**config.mk**
```make
export PLATFORM = sky130hd
export DESIGN_NAME = instr_fetch_flat
export DESIGN_NICKNAME = d
export VERILOG_FILES = /design/src/rtl/instr_fetch_if.sv /design/src/rtl/instr_fetch.sv /design/src/flat_wrapper.sv
export SDC_FILE = /design/constraint.sdc
export NUM_CORES = 1
export LEC_CHECK = 0
export CAP_MARGIN = 0
export CORE_UTILIZATION = 40
export DETAILED_ROUTE_END_ITERATION = 10
export GPL_TIMING_DRIVEN = 1
export PLACE_DENSITY = 0.7
export SETUP_SLACK_MARGIN = 0.15
export SYNTH_ARGS = -nofsm -noshare
export SYNTH_HDL_FRONTEND = slang
export SYNTH_SLANG_ARGS = --single-unit
```
**constraint.sdc**
```tcl
create_clock -name clk -period 7 [get_ports clk]
set_input_delay 1.4 -clock clk [delete_from_list [all_inputs] [get_ports clk]]
set_output_delay 1.4 -clock clk [all_outputs]
set_load 0.02 [all_outputs]
```
**src/rtl/instr_fetch_if.sv**
```systemverilog
// Instruction-memory fetch channel between the fetch stage and instruction memory.
// The fetch stage is the master: it raises a request and holds the address until the memory answers ready.
interface instr_fetch_if;
  logic        imem_req;
  logic [31:0] imem_addr;
  logic        imem_ready;
  logic [31:0] imem_rdata;

  modport master (
    output imem_req,
    output imem_addr,
    input  imem_ready,
    input  imem_rdata
  );

  modport slave (
    input  imem_req,
    input  imem_addr,
    output imem_ready,
    output imem_rdata
  );
endinterface

```
**src/rtl/instr_fetch.sv**
```systemverilog
// Multi-cycle MIPS fetch stage: holds the PC and the instruction register, fetches one word per
// instruction, and resolves the next PC from the jump/branch decisions that control registers.
module instr_fetch #(
  parameter logic [31:0] RESET_PC = 32'h0000_0000
) (
  input  logic              clk,
  input  logic              resetn,
  instr_fetch_if.master     imem,
  input  logic              stall,
  input  logic              Jump,
  input  logic              JumpSel,
  input  logic              Branch,
  input  logic              zero,
  input  logic [31:0]       jr_target,
  output logic [5:0]        opcode,
  output logic [5:0]        funct,
  output logic [4:0]        rs,
  output logic [4:0]        rt,
  output logic [4:0]        rd,
  output logic [15:0]       imm16,
  output logic [31:0]       pc_plus4,
  output logic              instr_valid,
  output logic [31:0]       pc
);

  typedef enum logic [1:0] {
    IDLE,
    FETCH,
    DECODE,
    RESOLVE
  } state_t;

  state_t      state;
  logic [31:0] instr;
  logic        req_q;
  logic        valid_q;
  logic [31:0] next_pc;
  logic [31:0] branch_offset;
  logic        unused_jr_low;

  assign opcode      = instr[31:26];
  assign rs          = instr[25:21];
  assign rt          = instr[20:16];
  assign rd          = instr[15:11];
  assign imm16       = instr[15:0];
  assign funct       = instr[5:0];
  assign pc_plus4    = pc + 32'd4;
  assign instr_valid = valid_q;

  assign imem.imem_req  = req_q;
  assign imem.imem_addr = pc;

  // The low two bits of the JR target are dropped so the PC can never become misaligned.
  assign unused_jr_low = ^jr_target[1:0];

  assign branch_offset = {{14{imm16[15]}}, imm16, 2'b00};

  // Jump beats branch; a JR uses the register value, J/JAL keep the PC+4 region bits.
  always_comb begin
    next_pc = pc_plus4;
    if (Jump && JumpSel) begin
      next_pc = {jr_target[31:2], 2'b00};
    end else if (Jump) begin
      next_pc = {pc_plus4[31:28], instr[25:0], 2'b00};
    end else if (Branch && !zero) begin
      next_pc = pc_plus4 + branch_offset;
    end
  end

  // The request and valid flags are registered so they follow the state exactly, and the
  // asynchronous reset drops the request without waiting for a clock edge.
  always_ff @(posedge clk or negedge resetn) begin
    if (!resetn) begin
      state   <= IDLE;
      pc      <= RESET_PC;
      instr   <= 32'h0000_0000;
      req_q   <= 1'b0;
      valid_q <= 1'b0;
    end else begin
      case (state)
        IDLE: begin
          state <= FETCH;
          req_q <= 1'b1;
        end
        FETCH: begin
          if (imem.imem_ready) begin
            instr   <= imem.imem_rdata;
            state   <= DECODE;
            req_q   <= 1'b0;
            valid_q <= 1'b1;
          end
        end
        DECODE: begin
          state <= RESOLVE;
        end
        RESOLVE: begin
          if (!stall) begin
            pc      <= next_pc;
            state   <= FETCH;
            req_q   <= 1'b1;
            valid_q <= 1'b0;
          end
        end
        default: begin
          state   <= IDLE;
          req_q   <= 1'b0;
          valid_q <= 1'b0;
        end
      endcase
    end
  end

endmodule

```
**src/flat_wrapper.sv**
```systemverilog
// flat-port wrapper written by rule: the top's interface ports become plain ports
module instr_fetch_flat 
#(
  parameter logic [31:0] RESET_PC = 32'h0000_0000
)
  (clk, resetn, stall, Jump, JumpSel, Branch, zero, jr_target, opcode, funct, rs, rt, rd, imm16, pc_plus4, instr_valid, pc, imem_imem_req, imem_imem_addr, imem_imem_ready, imem_imem_rdata);
  instr_fetch_if imem_i ();
  input  logic clk;
  input  logic resetn;
  input  logic stall;
  input  logic Jump;
  input  logic JumpSel;
  input  logic Branch;
  input  logic zero;
  input  logic [31:0] jr_target;
  output logic [5:0] opcode;
  output logic [5:0] funct;
  output logic [4:0] rs;
  output logic [4:0] rt;
  output logic [4:0] rd;
  output logic [15:0] imm16;
  output logic [31:0] pc_plus4;
  output logic instr_valid;
  output logic [31:0] pc;
  output wire logic [$bits(imem_i.imem_req)-1:0] imem_imem_req;
  output wire logic [$bits(imem_i.imem_addr)-1:0] imem_imem_addr;
  input wire logic [$bits(imem_i.imem_ready)-1:0] imem_imem_ready;
  input wire logic [$bits(imem_i.imem_rdata)-1:0] imem_imem_rdata;
  assign imem_imem_req = imem_i.imem_req;
  assign imem_imem_addr = imem_i.imem_addr;
  assign imem_i.imem_ready = imem_imem_ready;
  assign imem_i.imem_rdata = imem_imem_rdata;
  instr_fetch #(.RESET_PC(RESET_PC)) u_core (.clk(clk), .resetn(resetn), .imem(imem_i), .stall(stall), .Jump(Jump), .JumpSel(JumpSel), .Branch(Branch), .zero(zero), .jr_target(jr_target), .opcode(opcode), .funct(funct), .rs(rs), .rt(rt), .rd(rd), .imm16(imm16), .pc_plus4(pc_plus4), .instr_valid(instr_valid), .pc(pc));
endmodule
```
==> qor.txt <==
initial antenna violation count - 0
mux cell area share after synthesis - 10.4%
setup TNS - 0 ns
Int Power - 0.00239 W
outcome - finished clean
CP cell instances - ha_1 > and4_1 > nand3_1 > nor3_1 > nand4_1 > xnor2_1 > clkdlybuf4s50_1
PwrDens - 588 mW/mm^2
worst-case clock buffer depth - 2
FFs w/ async S/R, synth - 100%
area share of fa/ha/maj cells after synthesis - 8.85%
Setup Buffers After CTS - 0
Yosys top cell area share - 28.1%
Worst VDD drop - 0.280 mV
GRT Resource Usage Total - 26.2%
# resized after CTS - 0
routed vias - 5842
DRT Pass-1 Iters - 5
Leakage Power - 3.34 nW
Comb power frac - 71.5%
commonest non-fill, non-tap cell in the layout - clkdlybuf4s50_1
Worst setup SP type - register
Vias/cell - 5.69
fmax - 0.214 GHz
share of cells above drive strength 1 - 8.85%
Seq pwr share - 18.6%
Crit Path Max Fanout - 7
I/O pins - 213
Core Area - 0.0141 mm^2
simple-gate portion of the synthesized area - 16.3%
slowest CP cell - clkdlybuf4s50_1
Hold Crit Class - register to register
Synth area leaders - dfrtp_1 28%, ha_1 8.5%, mux2_2 8.0%
RSZ-0062 raised after global routing - false
Rows - 43
routed wire length - 19400 um
Initial Utilization - 41.7%
complex-gate fraction of the synthesized area - 19.5%
critical path launch point - u_core.imem.imem_addr[2]
die height - 123 um
Clk pin slew, worst setup/hold paths - 0.06 ns
antenna-violating nets left - 0
Worst Clk Skew - 0.00706 ns
Slew @ Worst Pin - 1.19 ns
final period utilization - 66.7%
synth unique cells - 59
Switching Fraction - 49.5%
vias in the first global route - 5521
CTS tree - yes
GP Congestion - 0.898
# fillers - 1282
# clock sinks - 66
Post-synth EDFFs - 0
Post-synth top flop - dfrtp_1
Synth area leader - dfrtp_1
number of remaining DRC errors - 0
final core occ - 57.2%
global-route wire length before repair - 30000 um
cts bufs inserted - 9
die area - 0.0152 mm^2
H-tree levels - 3
critical path type - register to output pin
Hold Violations, Final - 0
minimum clock period - 4.67 ns
Synth Instances - 690
root buf cell - clkbuf_16
Ant. Diodes - 0
WP data arrival - 3.27 ns
clock power share - 9.9%
commonest cells after routing, fill and taps aside - 203 x clkdlybuf4s50_1, 81 x nand2_1, 66 x dfrtp_1
nature of the critical path endpoint - output pin
NetSw - 0.00235 W
WP data required - 5.60 ns
Rel. slew slack - 20.7%
Max Slew Vio Count - 0
Routed WL per cell - 18.9 um
Die Span X - 123 um
largest family of logic cells by synthesized area - compound AO/OA/AOI/OAI gates
register bit total from synthesis - 66
# hold bufs at CTS - 0
mapped cell area - 0.00588 mm^2
Worst-Skew Late Latency - 0.35 ns
setup violators final - 0
register area share after synthesis - 28.1%
RR Startpoint - u_core.imem.imem_addr[2]
Yosys warning count - 0
IO buf count - 204
GRT overflow - 0
xor/xnor cell area share of the yosys netlist - 7.68%
Max-Cap Viols - 0
hpwl dp - 14900 um
syn_area_per_cell - 8.52 um^2
Crit path largest cell delay - 0.69 ns
# nets final - 955
hold path start - u_core.instr[29]
largest net degree at the start of global routing - 67
1st-iter DRT viols - 482
area grow syn2layout - 37.1%
==> sequential cells by signal, summed over array words and instances (netlist names) <==
name                   cells
u_core.imem.imem_req       1
u_core.instr              32
u_core.imem.imem_addr     30
u_core.state               2
u_core.instr_valid         1
==> synth_stat cells (all sizes together), types with 3 or more instances <==
cell type,number
o21ai,56
nor2b,9
a22oi,3
o22ai,10
dfrtp,66
inv,18
nand2,81
nand4,15
a211oi,10
xnor2,37
nor3,8
xor2,12
ha,40
and4,6
nor2,35
or3,5
and3,7
nand3,18
a221oi,3
nand2b,4
mux2,42
o211ai,5
buf,56
and2,3
a31oi,12
clkbuf,20
mux2i,14
o21bai,3
a21oi,51
a21o,14
o22a,3
==> through the flow <==
| step | worst slack, ns | total power [W] | instance area, um^2 | instances | hold slack, ns |
|---|---|---|---|---|---|
| global route | 2.18 | 0.00507 | 8060 | 1027 | 0.535 |
| global placement | 2.52 | 0.00418 | 7760 | 1011 | 0.490 |
| detailed placement | 2.45 | 0.00422 | 7760 | 1011 | 0.500 |
| CTS | 2.32 | 0.00472 | 8060 | 1027 | 0.513 |
| floorplan | 2.85 | 0.00306 | 5900 | 695 | 0.496 |
| finish | 2.33 | 0.00474 | 8060 | 1027 | 0.507 |
==> cell families after synthesis <==
kind of cell | Yosys count
simple gates | 195
compound gates | 187
buf+inv | 94
flops | 66
mux | 56
xor+xnor | 50
fa+ha+maj | 41
other cells | 1
==> cell type report <==
| class | count | area [um^2] | area share [%] |
|---|---|---|---|
| inverter | 18 | 67.6 | 0.838 |
| sequential | 66 | 1650 | 20.5 |
| tap | 180 | 225 | 2.79 |
| clock buffer | 10 | 239 | 2.96 |
| multi-input combinational | 535 | 3720 | 46.1 |
| timing repair buffer | 212 | 2100 | 26.0 |
| clock inverter | 6 | 65.1 | 0.807 |
==> final timing paths <==
| kind | end | slack, ns | depth (start not counted) |
|---|---|---|---|
| worst max-delay path | pc_plus4[26] | 2.33 | 7 |
| worst min-delay path | u_core.instr[29] | 0.51 | 1 |
| worst min register to register | u_core.instr[29] | 0.51 | 1 |
| max in group asynchronous | u_core.instr[23] | 5.18 | 2 |
| min in group asynchronous | u_core.instr[2] | 1.27 | 2 |
| worst max register to register | u_core.imem.imem_addr[29] | 2.52 | 15 |
==> power groups by stage <==
stage / Combinational [W] / Clock, W / Sequential, W
2_1_floorplan: 0.00206 / 0 / 0.00101
3_5_place_dp: 0.00334 / 0 / 0.000880
5_1_grt: 0.00366 / 0.000493 / 0.000912
6_report: 0.00339 / 0.000468 / 0.000882
4_1_cts: 0.00337 / 0.000477 / 0.000877
3_3_place_gp: 0.00331 / 0 / 0.000867
==> worst max-delay path, delay by kind of cell, from the launching register on <==
kind	cells	cell delay, ns
fa+ha+maj	1	0.25
simple gates	4	1.11
flops	1	0.47
xor+xnor	1	0.39
buf+inv	1	0.69
==> routing by layer <==
metal | part of all wire, % | global-route usage (%) | vias to the layer above
li1 | - | - | 2756
met1 | 43 | 36.1 | 2778
met2 | 46 | 40.4 | 278
met3 | 8.3 | 4.57 | 30
met4 | 2.4 | 10.6 | 0
met5 | 0 | 0 | -
No activity file was read; power rests on OpenSTA's default activity.
